`src/rtl/modbus_uart_rx_pkg.sv`:
```
// ----------------------------------------------------------------------------
// modbus_uart_pkg
// Shared definitions for the Modbus RTU UART receive path:
//   - receiver FSM states
//   - PARITY parameter encodings
//   - 16x oversample sample/vote points
//   - helpers for the 3-sample majority vote and the parity check
// ----------------------------------------------------------------------------
package modbus_uart_pkg;

    typedef enum logic [2:0] {
        S_IDLE      = 3'd0,
        S_START     = 3'd1,
        S_DATA      = 3'd2,
        S_PARITY    = 3'd3,
        S_STOP      = 3'd4,
        S_WAIT_HIGH = 3'd5
    } rx_state_e;

    localparam int PAR_NONE = 0;
    localparam int PAR_ODD  = 1;
    localparam int PAR_EVEN = 2;

    // Sample points inside a 16-tick bit; the vote is taken on the last one.
    localparam logic [3:0] SC_SAMPLE_1 = 4'd7;
    localparam logic [3:0] SC_SAMPLE_2 = 4'd8;
    localparam logic [3:0] SC_VOTE     = 4'd9;

    function automatic logic maj3(input logic a, input logic b, input logic c);
        return (a & b) | (a & c) | (b & c);
    endfunction

    // 1 when the received parity bit disagrees with the data under the
    // selected rule (odd=1 flips the expected value).
    function automatic logic parity_err(input logic pbit, input logic [7:0] data,
                                        input logic odd);
        return pbit ^ (^data) ^ odd;
    endfunction

endpackage

```
`src/rtl/modbus_uart_rx_if.sv`:
```
// ----------------------------------------------------------------------------
// modbus_uart_rx_if
// Received byte stream from the UART receiver to modbus_endpoint.
//   dout  : received byte, held until the next ready
//   ready : one-clk strobe, dout/rxerr valid
//   rxerr : parity or framing error, only ever high together with ready
// master = receiver (drives), slave = endpoint (consumes).
// ----------------------------------------------------------------------------
interface modbus_uart_rx_if;
    logic [7:0] dout;
    logic       ready;
    logic       rxerr;

    modport master (output dout, output ready, output rxerr);
    modport slave  (input  dout, input  ready, input  rxerr);
endinterface

```
`src/rtl/modbus_uart_rx_baud_tick.sv`:
```
// ----------------------------------------------------------------------------
// modbus_baud_tick
// Free-running divider producing a one-clk tick every CLK_DIV clocks.
//   clk   : system clock
//   reset : synchronous, active-high
//   clr   : synchronous restart of the divider phase (tick suppressed)
//   tick  : registered one-clk pulse in the last cycle of each period
// ----------------------------------------------------------------------------
module modbus_baud_tick #(
    parameter int CLK_DIV = 163
) (
    input  logic clk,
    input  logic reset,
    input  logic clr,
    output logic tick
);

    localparam logic [15:0] CNT_LAST = 16'(CLK_DIV - 1);
    // tick is registered, so it is set one count early to line up with CNT_LAST
    localparam logic [15:0] CNT_PRE  = 16'(CLK_DIV - 2);

    logic [15:0] cnt_q, cnt_d;
    logic        tick_q, tick_d;

    // Next divider count and tick
    always_comb begin
        cnt_d  = cnt_q;
        tick_d = 1'b0;
        if (clr) begin
            cnt_d  = 16'd0;
            tick_d = 1'b0;
        end else begin
            if (cnt_q == CNT_LAST) begin
                cnt_d = 16'd0;
            end else begin
                cnt_d = cnt_q + 16'd1;
            end
            tick_d = (cnt_q == CNT_PRE);
        end
    end

    // Divider state register
    always_ff @(posedge clk) begin
        if (reset) begin
            cnt_q  <= 16'd0;
            tick_q <= 1'b0;
        end else begin
            cnt_q  <= cnt_d;
            tick_q <= tick_d;
        end
    end

    assign tick = tick_q;

endmodule

```
`src/rtl/modbus_uart_rx.sv`:
```
// ----------------------------------------------------------------------------
// modbus_uart_rx
// RS-485 serial receiver: 1 start, 8 data LSB-first, optional parity, 1 or 2
// stop bits. 16x oversampling, majority vote of samples 7/8/9 of every bit.
//   clk    : system clock
//   reset  : synchronous, active-high
//   rxd    : asynchronous serial line, idle high
//   rx_out : byte stream to modbus_endpoint (dout/ready/rxerr)
// ----------------------------------------------------------------------------
module modbus_uart_rx
    import modbus_uart_pkg::*;
#(
    parameter int CLK_DIV   = 163,
    parameter int PARITY    = 2,
    parameter int STOP_BITS = 1
) (
    input  logic               clk,
    input  logic               reset,
    input  logic               rxd,
    modbus_uart_rx_if.master   rx_out
);

    logic       sync1_q, rs_q, rs_prev_q;
    logic [1:0] settle_q;
    logic       tick_s, start_edge_s, vote_s, vote_tick_s;
    logic [3:0] sc_inc_s;

    rx_state_e  state_q, state_d;
    logic [3:0] sc_q, sc_d;
    logic [2:0] idx_q, idx_d;
    logic [7:0] data_q, data_d;
    logic       s7_q, s7_d, s8_q, s8_d;
    logic       perr_q, perr_d, ferr_q, ferr_d;
    logic       stop_idx_q, stop_idx_d;
    logic [7:0] dout_q, dout_d;
    logic       ready_q, ready_d, rxerr_q, rxerr_d;

    // Line synchronizer plus edge-history flop. The history flop is held low
    // until the synchronizer has flushed its reset value, so a line that is
    // low at reset release is never mistaken for a start edge.
    always_ff @(posedge clk) begin
        if (reset) begin
            sync1_q   <= 1'b1;
            rs_q      <= 1'b1;
            rs_prev_q <= 1'b0;
            settle_q  <= 2'd0;
        end else begin
            sync1_q <= rxd;
            rs_q    <= sync1_q;
            if (settle_q == 2'd2) begin
                rs_prev_q <= rs_q;
                settle_q  <= settle_q;
            end else begin
                rs_prev_q <= 1'b0;
                settle_q  <= settle_q + 2'd1;
            end
        end
    end

    assign start_edge_s = (state_q == S_IDLE) & rs_prev_q & ~rs_q;

    modbus_baud_tick #(.CLK_DIV(CLK_DIV)) u_baud_tick (
        .clk   (clk),
        .reset (reset),
        .clr   (start_edge_s),
        .tick  (tick_s)
    );

    assign sc_inc_s    = sc_q + 4'd1;
    assign vote_s      = maj3(s7_q, s8_q, rs_q);
    assign vote_tick_s = tick_s & (sc_inc_s == SC_VOTE);

    // Sample capture and receiver FSM next-state / output decode
    always_comb begin
        state_d    = state_q;
        sc_d       = sc_q;
        idx_d      = idx_q;
        data_d     = data_q;
        s7_d       = s7_q;
        s8_d       = s8_q;
        perr_d     = perr_q;
        ferr_d     = ferr_q;
        stop_idx_d = stop_idx_q;
        dout_d     = dout_q;
        ready_d    = 1'b0;
        rxerr_d    = 1'b0;

        if (tick_s) begin
            sc_d = sc_inc_s;
            if (sc_inc_s == SC_SAMPLE_1) begin
                s7_d = rs_q;
            end else if (sc_inc_s == SC_SAMPLE_2) begin
                s8_d = rs_q;
            end else begin
                s7_d = s7_q;
            end
        end else begin
            sc_d = sc_q;
        end

        case (state_q)
            S_IDLE: begin
                if (start_edge_s) begin
                    state_d    = S_START;
                    sc_d       = 4'd0;
                    idx_d      = 3'd0;
                    perr_d     = 1'b0;
                    ferr_d     = 1'b0;
                    stop_idx_d = 1'b0;
                end else begin
                    state_d = S_IDLE;
                end
            end
            S_START: begin
                if (vote_tick_s) begin
                    if (vote_s) begin
                        state_d = S_IDLE;       // false start, no strobe
                    end else begin
                        state_d = S_DATA;
                        idx_d   = 3'd0;
                    end
                end else begin
                    state_d = S_START;
                end
            end
            S_DATA: begin
                if (vote_tick_s) begin
                    data_d[idx_q] = vote_s;
                    idx_d         = idx_q + 3'd1;
                    if (idx_q == 3'd7) begin
                        state_d = (PARITY != PAR_NONE) ? S_PARITY : S_STOP;
                    end else begin
                        state_d = S_DATA;
                    end
                end else begin
                    state_d = S_DATA;
                end
            end
            S_PARITY: begin
                if (vote_tick_s) begin
                    perr_d  = parity_err(vote_s, data_q, (PARITY == PAR_ODD));
                    state_d = S_STOP;
                end else begin
                    state_d = S_PARITY;
                end
            end
            S_STOP: begin
                if (vote_tick_s) begin
                    ferr_d = ferr_q | ~vote_s;
                    if ((STOP_BITS == 2) && !stop_idx_q) begin
                        stop_idx_d = 1'b1;
                        state_d    = S_STOP;
                    end else begin
                        ready_d = 1'b1;
                        dout_d  = data_q;
                        rxerr_d = perr_q | ferr_q | ~vote_s;
                        // A low final stop vote means break/garbage: wait for
                        // the line to recover before arming for a new start.
                        state_d = vote_s ? S_IDLE : S_WAIT_HIGH;
                    end
                end else begin
                    state_d = S_STOP;
                end
            end
            S_WAIT_HIGH: begin
                if (rs_q) begin
                    state_d = S_IDLE;
                end else begin
                    state_d = S_WAIT_HIGH;
                end
            end
            default: begin
                state_d = S_IDLE;
            end
        endcase
    end

    // Receiver state and output registers
    always_ff @(posedge clk) begin
        if (reset) begin
            state_q    <= S_IDLE;
            sc_q       <= 4'd0;
            idx_q      <= 3'd0;
            data_q     <= 8'h00;
            s7_q       <= 1'b1;
            s8_q       <= 1'b1;
            perr_q     <= 1'b0;
            ferr_q     <= 1'b0;
            stop_idx_q <= 1'b0;
            dout_q     <= 8'h00;
            ready_q    <= 1'b0;
            rxerr_q    <= 1'b0;
        end else begin
            state_q    <= state_d;
            sc_q       <= sc_d;
            idx_q      <= idx_d;
            data_q     <= data_d;
            s7_q       <= s7_d;
            s8_q       <= s8_d;
            perr_q     <= perr_d;
            ferr_q     <= ferr_d;
            stop_idx_q <= stop_idx_d;
            dout_q     <= dout_d;
            ready_q    <= ready_d;
            rxerr_q    <= rxerr_d;
        end
    end

    assign rx_out.dout  = dout_q;
    assign rx_out.ready = ready_q;
    assign rx_out.rxerr = rxerr_q;

endmodule

```
`src/flat_wrapper.sv`:
```
// flat-port wrapper written by rule: the top's interface ports become plain ports
module modbus_uart_rx_flat import modbus_uart_pkg::*;
#(
    parameter int CLK_DIV   = 163,
    parameter int PARITY    = 2,
    parameter int STOP_BITS = 1
)
  (clk, reset, rxd, rx_out_dout, rx_out_ready, rx_out_rxerr);
  modbus_uart_rx_if rx_out_i ();
  input  logic clk;
  input  logic reset;
  input  logic rxd;
  output wire logic [$bits(rx_out_i.dout)-1:0] rx_out_dout;
  output wire logic [$bits(rx_out_i.ready)-1:0] rx_out_ready;
  output wire logic [$bits(rx_out_i.rxerr)-1:0] rx_out_rxerr;
  assign rx_out_dout = rx_out_i.dout;
  assign rx_out_ready = rx_out_i.ready;
  assign rx_out_rxerr = rx_out_i.rxerr;
  modbus_uart_rx #(.CLK_DIV(CLK_DIV), .PARITY(PARITY), .STOP_BITS(STOP_BITS)) u_core (.clk(clk), .reset(reset), .rxd(rxd), .rx_out(rx_out_i));
endmodule
```
`config.mk`:
```
export PLATFORM = sky130hd
export DESIGN_NAME = modbus_uart_rx_flat
export DESIGN_NICKNAME = d
export VERILOG_FILES = /design/src/rtl/modbus_uart_rx_pkg.sv /design/src/rtl/modbus_uart_rx_if.sv /design/src/rtl/modbus_uart_rx_baud_tick.sv /design/src/rtl/modbus_uart_rx.sv /design/src/flat_wrapper.sv
export SDC_FILE = /design/constraint.sdc
export NUM_CORES = 1
export LEC_CHECK = 0
export BUFFER_PORTS_ARGS = -buffer_cell sky130_fd_sc_hd__buf_2
export CAP_MARGIN = 20
export CELL_PAD_IN_SITES_DETAIL_PLACEMENT = 0
export CELL_PAD_IN_SITES_GLOBAL_PLACEMENT = 1
export CORE_AREA = 2 2 95 120
export CTS_CLUSTER_DIAMETER = 120
export DETAILED_ROUTE_END_ITERATION = 7
export DIE_AREA = 0 0 97 122
export PLACE_DENSITY = 0.53
export RECOVER_POWER = 50
export SETUP_SLACK_MARGIN = 0.2
export SLEW_MARGIN = 20
export SYNTH_ARGS = -nofsm -noshare
export SYNTH_HDL_FRONTEND = slang
export SYNTH_SLANG_ARGS = --single-unit
```
`constraint.sdc`:
```
create_clock -name clk -period 3.6 [get_ports clk]
set_clock_uncertainty 0.2 [all_clocks]
set_input_delay 1.08 -clock clk [delete_from_list [all_inputs] [get_ports clk]]
set_output_delay 1.08 -clock clk [all_outputs]
set_load 0.01 [all_outputs]
```
==> reports/metrics.cfg, run 1 <==
[pwr]
powerDensity_nw_per_um2 = 401
max-vdd-ir-drop_v = 0.000231
p_leak_nw = 0.985

[synth]
synth-edff-count = 0
synth_top_area_cell = dfxtp_1
ys_seq_area_share_pct = 41.5
ys_types = 48
syn_area_um2 = 2600
netlist_instances = 287
ys_seq_elements = 54
synth.area.top_cells = dfxtp_1 41%, mux2i_1 7.7%, nor2_1 6.1%
synth_fp_nets = 300
yosys_warnings = 0
synthFlopType = dfxtp_1
ys_async_sr_fraction_pct = 0
synth_top_area_share_pct = 41.5
syn_area_per_cell_um2 = 9.08

[outcome]
outcome = complete, no violations

[cts]
ctsHoldBuffers = 0
cts_resized = 0
post-cts-setup-buffers = 0
cts_root_buf = clkbuf_16
cts_buffers = 5
htreeDepth = 2
cts.sinks = 54
tritoncts = built
clock_latency_ns = 0.29
cts_buffer_depth = 2
clk_pin_slew_ns = 0.07

[sta]
setup_viol = 0
maxSlewHeadroom_pct = 25.1
hold_viol = 0
rsz0062_at_grt = no
fin_setup_tns_ns = 0
worst_hold_slack_ns = 0.209
drv_slew = 0
fmax_ghz = 0.359
post-route-min-period_ns = 2.78
tightest_slew_ns = 1.12
post-route-period-util_pct = 77.3

[worst_setup_path]
critPathCaptureType = flip-flop
crit_type = in -> reg
cpMaxStageDelayCell = clkbuf_1
r2r_end = u_core.rx_out.rxerr
startpoint_type = primary input
critPathMaxFanout = 20
critical_path_arrival_ns = 2.74
r2r_slack_ns = 1.06
max_stage_delay_ns = 0.69
reg2reg_depth = 6
r2r-start = u_core.sc_q[1]
cp_cell_sequence = clkbuf_1, inv_1, nand2_1, mux2i_1
required_ns = 3.56

[min_path]
whs_endpoint = u_core.rs_q
min-delay-start = u_core.sync1_q
hold_path.class = reg -> reg
whs_path_depth = 1

[placed_design]
globalplace.congestion = 0.669
dpl.hpwl_um = 3600
numPortBuffers = 12

[die]
die_width_um = 97
pin_count = 13
fp.dieH_um = 122
start_util_pct = 24.1
dieArea_um2 = 11800
placementRows = 43
core_um2 = 10800

[route]
drt_pass1_iterations = 4
wl_per_cell_um = 11.8
route.detailed.drc = 0
drt_iter0_drc = 63
dr_total_vias = 1858
ant_nets = 0
routed_via_density = 4.31
wl_um = 5070

[cells_and_area]
final_nets = 309
diodes = 0
final_util_pct = 26.9
area_growth_pct = 11.6
drive_gt1_share_pct = 8.78

[run]
maxCapViolations = 0

[global_routing]
overflow = 0
grt_use_total_pct = 9.46
grt_start_max_net_pins = 21
grt_pass1_wl_um = 9070
grt_pass1_vias = 1848
antenna_found_initial = 0

## synth_stat cells, drive strengths merged, types with 4 or more instances
master / number
a21oi: 11
buf: 6
clkbuf: 4
dfxtp: 54
ha: 10
inv: 12
mux2i: 20
nand2: 27
nand2b: 4
nand3: 10
nand4: 5
nor2: 44
nor3: 12
nor4: 6
o21ai: 6
xnor2: 13
xor2: 13
## cells in the final DEF, fill, tap and decap left out, types with 2 or more instances in the layout
cell / n
a21oi_1: 10
a31oi_1: 2
and3_1: 2
clkbuf_1: 12
clkbuf_16: 5
dfxtp_1: 54
ha_1: 10
inv_1: 12
mux2i_1: 20
nand2_1: 27
nand2b_1: 4
nand3_1: 10
nand4_1: 4
nor2_1: 42
nor3_1: 10
nor4_1: 3
nor4_2: 3
nor4b_2: 3
o21ai_0: 4
o21ai_1: 2
o31a_1: 2
or2_2: 3
or3_1: 3
xnor2_1: 13
xor2_1: 13
## worst max-delay path: cells and delay by family
| family | cells | cell delay [ns] |
|---|---|---|
| multiplexers | 1 | 0.13 |
| AND/OR/NAND/NOR | 1 | 0.37 |
| buffers and inverters | 2 | 1.16 |
## metrics by stage
step / power [mW] / area (um2) / cells / worst slack, ns
after global routing: 1.23 / 2910 / 431 / 0.566
after CTS: 1.19 / 2920 / 431 / 1.03
final: 1.16 / 2910 / 431 / 0.817
after global placement: 0.709 / 2780 / 424 / 0.923
after floorplan: 0.695 / 2610 / 287 / 1.50
after detailed placement: 0.710 / 2790 / 424 / 1.01
## kinds of logic after synthesis
kind of cell,count (synthesis),synth area share (%)
and+or+nand+nor,126,25.8
DFF,54,41.5
AOI/OAI and AO/OA,28,7.40
xor gates and xnor gates,26,8.74
buffers and inverters,22,3.65
muxes,20,7.68
adders and majority gates,11,5.24
## state kept, by name (all words and copies together), names as in the netlist, 2 cells and up
| signal | cells |
|---|---|
| u_core.data_q | 8 |
| u_core.u_baud_tick.cnt_q | 16 |
| u_core.idx_q | 3 |
| u_core.sc_q | 4 |
| u_core.settle_q | 2 |
| u_core.rx_out.dout | 8 |
| u_core.state_q | 3 |
## worst max path at each step
stage	from	slack (ns)	cells past startpoint	to
floorplan	reset	1.50	5	u_core.data_q[0]
global placement	reset	0.92	4	u_core.u_baud_tick.cnt_q[10]
detailed placement	reset	1.01	4	u_core.data_q[6]
CTS	u_core.sc_q[1]	1.03	6	u_core.rx_out.rxerr
global route	reset	0.57	4	u_core.u_baud_tick.cnt_q[12]
finish	reset	0.82	4	u_core.data_q[6]
## area by class of cell
class	instances	area, um2
clock inverter	1	7.51
sequential	54	1080
multi-input combinational	211	1430
clock buffer	6	129
fill	1164	7910
inverter	12	45.0
tap	135	169
timing repair buffer	12	46.3
## power by group
group          switching (mW)  total [mW]  internal (mW)  leakage [nW]
Combinational          0.0389      0.0654         0.0265         0.485
Sequential             0.0143       0.629          0.615         0.437
Clock                   0.215       0.470          0.255        0.0629
## layer usage
metal  track usage (%)  vias up  wire (um)
met1              12.2      842       2560
met2              15.1       18       2290
met3              2.35        7        115
li1                  -      991          -
met5                 0        -          0
met4              4.05        0         93
No activity file was read; power rests on OpenSTA's default activity.
==> run 2: changes to the inputs <==
==> constraint.sdc (replaced) <==
create_clock -name clk -period 2.6 [get_ports clk]
set_clock_uncertainty 0.2 [all_clocks]
set_input_delay 0.78 -clock clk [delete_from_list [all_inputs] [get_ports clk]]
set_output_delay 0.78 -clock clk [all_outputs]
set_load 0.01 [all_outputs]
==> reports/metrics.cfg, run 2 (synthesis gave the netlist of run 1 again) <==
[cts]
cts.sinks = 54  ; unchanged
clock_latency_ns = 0.29  ; about the same
cts_buffers = 5  ; unchanged
tritoncts = built  ; unchanged
cts_buffer_depth = 2  ; unchanged
cts_root_buf = clkbuf_16  ; unchanged
htreeDepth = 2  ; unchanged
ctsHoldBuffers = 0  ; unchanged
clk_pin_slew_ns = 0.07  ; about the same

[worst_setup_path]
startpoint_type = flip-flop  ; was primary input
crit_start = u_core.sc_q[1]  ; was reset
critical_path_arrival_ns = 2.26  ; was 2.74 ns
r2r_end = u_core.rx_out.dout[5]  ; was u_core.rx_out.rxerr
worstSetupEndpoint = u_core.rx_out.dout[5]  ; was u_core.data_q[6]
r2r_slack_ns = 0.29  ; was 1.06 ns
critPathMaxFanout = 10  ; was 20
max_stage_delay_ns = 0.47  ; was 0.69 ns
crit_type = reg -> reg  ; was in -> reg
reg2reg_depth = 7  ; was 6
critPathCaptureType = flip-flop  ; unchanged
cpMaxStageDelayCell = dfxtp_1  ; was clkbuf_1
r2r-start = u_core.sc_q[1]  ; unchanged
cp_cell_sequence = ha_1, nand4_2, a21oi_4, o2111a_1, buf_4, mux2i_1, nor2_1  ; was clkbuf_1, inv_1, nand2_1, mux2i_1
required_ns = 2.56  ; was 3.56 ns

[run]
maxCapViolations = 0  ; unchanged

[sta]
worst_hold_slack_ns = 0.220  ; was 0.209 ns
hold_viol = 0  ; unchanged
fmax_ghz = 0.434
drv_slew = 0  ; unchanged
setup_viol = 0  ; unchanged
maxSlewHeadroom_pct = 54.1  ; was 25.1%
tightest_slew_ns = 0.688  ; was 1.12 ns
rsz0062_at_grt = no  ; unchanged
post-route-period-util_pct = 88.7
fin_setup_tns_ns = 0  ; unchanged
fin_ws_ns = 0.294  ; was 0.817 ns
post-route-min-period_ns = 2.31

[placed_design]
globalplace.congestion = 0.754  ; was 0.669
dp_slack_ns = 0.319  ; was 1.01 ns
dpl.hpwl_um = 4050  ; was 3600 um
placed_area_um2 = 2830  ; was 2790 um2
numPortBuffers = 12  ; unchanged

[die]
fp.dieH_um = 122  ; unchanged
die_width_um = 97  ; unchanged
start_util_pct = 24.1  ; unchanged
placementRows = 43  ; unchanged
pin_count = 13  ; unchanged
core_um2 = 10800  ; unchanged
dieArea_um2 = 11800  ; unchanged

[cells_and_area]
final_cell_mix = 54 x dfxtp_1, 42 x nor2_1, 27 x nand2_1, 20 x mux2i_1, 14 x clkbuf_1  ; was 54 x dfxtp_1, 42 x nor2_1, 27 x nand2_1, 20 x mux2i_1
largest_register = u_core.u_baud_tick.cnt_q  ; unchanged
largest_reg_flops = 16  ; unchanged
diodes = 0  ; unchanged
final_common_cell = dfxtp_1  ; unchanged
final_area_um2 = 2940  ; was 2910 um2
final_nets = 315  ; was 309
area_growth_pct = 13.0  ; was 11.6%
drive_gt1_share_pct = 9.63  ; was 8.78%

[pwr]
pwr-share-clk_pct = 40.5  ; was 40.3%
max-vdd-ir-drop_v = 0.000272  ; was 0.000231 V
switchingPower_mw = 0.363  ; was 0.268 mW
powerDensity_nw_per_um2 = 553  ; was 401 nW/um2
power_mw = 1.63  ; was 1.16 mW
sw_frac_of_total_pct = 22.3  ; was 23.0%
p_int_mw = 1.26  ; was 0.896 mW
combPwrFrac_pct = 5.9  ; was 5.6%
p_leak_nw = 1.01  ; was 0.985 nW
p_seq_share_pct = 53.6  ; was 54.1%

[global_routing]
grt_start_max_net_pins = 17  ; was 21
grt_use_total_pct = 9.78  ; was 9.46%
overflow = 0  ; unchanged
grt_pass1_vias = 1883  ; was 1,848
antenna_found_initial = 0  ; unchanged
grt_pass1_wl_um = 9240  ; was 9070 um

[route]
ant_nets = 0  ; unchanged
dr_total_vias = 1927  ; was 1,858
route.detailed.drc = 0  ; unchanged
wl_um = 5460  ; was 5070 um
drt_pass1_iterations = 4  ; unchanged
routed_via_density = 4.42  ; was 4.31
drt_iter0_drc = 74  ; was 63
wl_per_cell_um = 12.5  ; was 11.8 um

[outcome]
outcome = complete, no violations  ; unchanged

[min_path]
hold_path.class = reg -> reg  ; unchanged

-- run 2: per-layer routing --
layer | wire (um) | vias up | GRT usage [%]
met2 | 2600 | 19 | 16.6
met4 | 183 | 0 | 5.72
met3 | 105 | 10 | 1.95
met1 | 2570 | 888 | 11.5
li1 | - | 1010 | -
met5 | 0 | - | 0
-- run 2: timing repair --
| item | in CTS | in global routing |
|---|---|---|
| setup endpoints to repair | 0 | 9 |
| buffers inserted | 0 | 0 |
| gates resized for setup | 0 | 1 |
-- run 2: stage by stage --
stage	std cells	utilization [%]
floorplan	287	-
global route	436	27.2
detailed placement	430	26.2
CTS	436	27.4
finish	436	27.2
global placement	430	26.2
-- run 2: how the worst min path moves through the flow --
stage                               from  slack [ns]     endpoint  depth (start not counted)
after floorplan           u_core.sync1_q        0.19  u_core.rs_q                          1
after global placement    u_core.sync1_q        0.20  u_core.rs_q                          1
after detailed placement  u_core.sync1_q        0.20  u_core.rs_q                          1
after CTS                 u_core.sync1_q        0.22  u_core.rs_q                          1
after global routing      u_core.sync1_q        0.23  u_core.rs_q                          1
final                     u_core.sync1_q        0.22  u_core.rs_q                          1
-- run 2: worst max-delay path: cells and delay by family, from the launching register on --
kind,cells,cell delay (ns)
compound gates,2,0.45
flops,1,0.47
fa+ha+maj,1,0.40
buf+inv,1,0.21
mux,1,0.21
simple gates,2,0.22
-- run 2: final cells by class --
cell class | instances | area (um2)
tap | 135 | 169
inverter | 12 | 45.0
fill | 1170 | 7870
clock buffer | 6 | 139
sequential | 54 | 1080
timing repair buffer | 18 | 80.1
multi-input combinational | 211 | 1430
-- run 2: power groups by stage --
stage,sequential [mW],clock (mW),combinational (mW)
2_1_floorplan,0.885,0,0.0776
3_3_place_gp,0.890,0,0.100
3_5_place_dp,0.890,0,0.102
4_1_cts,0.872,0.690,0.102
5_1_grt,0.875,0.712,0.118
6_report,0.872,0.659,0.0964
==> run 3: changes to the inputs <==
==> constraint.sdc (replaced) <==
create_clock -name clk -period 2.6 [get_ports clk]
set_clock_uncertainty 0.2 [all_clocks]
set_input_delay 0 -clock clk [delete_from_list [all_inputs] [get_ports clk]]
set_output_delay 0 -clock clk [all_outputs]
set_load 0.01 [all_outputs]
==> reports/metrics.cfg, run 3 (synthesis gave the netlist of run 1 again) <==
[outcome]
outcome = complete, no violations  ; unchanged

[sta]
post-route-period-util_pct = 81.9  ; was 88.7%
rsz0062_at_grt = no  ; unchanged
tightest_slew_ns = 0.699  ; was 0.688 ns
setup_viol = 0  ; unchanged
post-route-min-period_ns = 2.13  ; was 2.31 ns
maxSlewHeadroom_pct = 53.4  ; was 54.1%
drv_slew = 0  ; unchanged
fmax_ghz = 0.470  ; was 0.434 GHz
fin_setup_tns_ns = 0  ; unchanged
hold_viol = 0  ; unchanged

[cells_and_area]
final_common_cell = dfxtp_1  ; unchanged
diodes = 0  ; unchanged
final_cell_count_no_fill = 436  ; unchanged
final_nets = 314  ; was 315
area_growth_pct = 13.4  ; was 13.0%
largest_reg_flops = 16  ; unchanged
final_cell_mix = 54 x dfxtp_1, 42 x nor2_1, 27 x nand2_1, 20 x mux2i_1  ; was 54 x dfxtp_1, 42 x nor2_1, 27 x nand2_1, 20 x mux2i_1, 14 x clkbuf_1
largest_register = u_core.u_baud_tick.cnt_q  ; unchanged
drive_gt1_share_pct = 9.63  ; unchanged

[global_routing]
grt_pass1_vias = 1915  ; was 1,883
grt_use_total_pct = 9.57  ; was 9.78%
antenna_found_initial = 0  ; unchanged
overflow = 0  ; unchanged
grt_pass1_wl_um = 9220  ; was 9240 um
grt_start_max_net_pins = 21  ; was 17

[pwr]
powerDensity_nw_per_um2 = 539  ; was 553 nW/um2
combPwrFrac_pct = 6.0  ; was 5.9%
sw_frac_of_total_pct = 21.9  ; was 22.3%
switchingPower_mw = 0.349  ; was 0.363 mW
pwr-share-clk_pct = 39.3  ; was 40.5%
p_seq_share_pct = 54.7  ; was 53.6%
p_leak_nw = 1.00  ; was 1.01 nW
max-vdd-ir-drop_v = 0.000367  ; was 0.000272 V
p_int_mw = 1.25  ; was 1.26 mW

[route]
ant_nets = 0  ; unchanged
routed_via_density = 4.40  ; was 4.42
wl_um = 5240  ; was 5460 um
route.detailed.drc = 0  ; unchanged
drt_pass1_iterations = 4  ; unchanged
dr_total_vias = 1920  ; was 1,927
drt_iter0_drc = 63  ; was 74
wl_per_cell_um = 12.0  ; was 12.5 um

[worst_setup_path]
required_ns = 2.57  ; was 2.56 ns
critPathCaptureType = flip-flop  ; unchanged
r2r_slack_ns = 0.47  ; was 0.29 ns
cp_cell_sequence = ha_4, nand4_2, a21oi_4, o2111a_1, buf_4, mux2i_1, nor2_1  ; was ha_1, nand4_2, a21oi_4, o2111a_1, buf_4, mux2i_1, nor2_1
startpoint_type = flip-flop  ; unchanged
max_stage_delay_ns = 0.51  ; was 0.47 ns
crit_type = reg -> reg  ; unchanged
critPathMaxFanout = 10  ; unchanged
cpMaxStageDelayCell = dfxtp_1  ; unchanged
critical_path_arrival_ns = 2.09  ; was 2.26 ns

[die]
pin_count = 13  ; unchanged
dieArea_um2 = 11800  ; unchanged
die_width_um = 97  ; unchanged
core_um2 = 10800  ; unchanged
start_util_pct = 24.1  ; unchanged
placementRows = 43  ; unchanged
fp.dieH_um = 122  ; unchanged

[placed_design]
placedCellCount = 427  ; was 430
dpl.hpwl_um = 3800  ; was 4050 um
numPortBuffers = 12  ; unchanged
globalplace.congestion = 0.738  ; was 0.754

[min_path]
hold_path.class = reg -> reg  ; unchanged

[cts]
cts_buffer_depth = 2  ; unchanged
cts_root_buf = clkbuf_16  ; unchanged
cts.sinks = 54  ; unchanged
cts_buffers = 5  ; unchanged
tritoncts = built  ; unchanged
clock_latency_ns = 0.29  ; about the same
clk_pin_slew_ns = 0.07  ; about the same
htreeDepth = 2  ; unchanged

[run]
maxCapViolations = 0  ; unchanged

run 3: cell count changes in the layout (fill, tap and decap cells not counted):
cell,before,now
clkbuf_1,14,13
clkbuf_8,1,0
buf_2,1,2
ha_4,0,1
buf_4,3,2
ha_1,10,9
dlygate4sd3_1,0,2
run 3: power by group through the flow:
stage / clock network (mW) / registers (mW) / logic [mW]
final: 0.626 / 0.872 / 0.0963
after global routing: 0.696 / 0.874 / 0.117
after global placement: 0 / 0.890 / 0.0953
after CTS: 0.662 / 0.872 / 0.100
after detailed placement: 0 / 0.891 / 0.0971
after floorplan: 0 / 0.885 / 0.0776
run 3: repair_timing:
action                     4_1_cts  5_1_grt
setup buffers                    0        0
hold endpoints to repair        14        0
setup endpoints to repair        0        9
hold buffers                     2        0
gates resized for setup          0        2
run 3: per-stage QoR:
stage	power, mW	utilization, %	worst slack [ns]	area (um2)	hold WS (ns)
floorplan	0.963	-	0.580	2610	-0.0962
global placement	0.986	26.0	0.383	2810	-0.0138
detailed placement	0.988	26.0	0.306	2810	-0.0137
CTS	1.63	27.4	0.291	2960	0.212
global route	1.69	27.3	0.211	2960	0.232
finish	1.59	27.3	0.472	2960	0.209
run 3: path summary, 6_finish.rpt:
check	start	end	cells after the start
setup / recovery	u_core.sc_q[0]	u_core.rx_out.dout[6]	7
hold / removal	u_core.sync1_q	u_core.rs_q	1
hold reg to reg	u_core.sync1_q	u_core.rs_q	1
setup reg to reg	u_core.sc_q[0]	u_core.rx_out.dout[6]	7
run 3: routing by layer:
layer  up-vias  share of wire, %  track usage, %
met5         -                 0               0
met4         0               3.9            5.19
met3        14               2.8            1.84
met2        26                46            16.2
met1       874                47            11.4
li1       1006                 -               -
run 3: critical path, delay by kind of cell (launching register included):
| kind | cells | cell delay (ns) |
|---|---|---|
| DFF | 1 | 0.51 |
| adders and majority gates | 1 | 0.24 |
| muxes | 1 | 0.20 |
| and+or+nand+nor | 2 | 0.18 |
| AOI/OAI and AO/OA | 2 | 0.46 |
| buffers and inverters | 1 | 0.21 |
run 3: area by class of cell:
type	instances	area (um2)
clock buffer	7	133
fill	1162	7860
inverter	12	45.0
multi-input combinational	211	1440
sequential	54	1080
tap	135	169
timing repair buffer	17	86.3
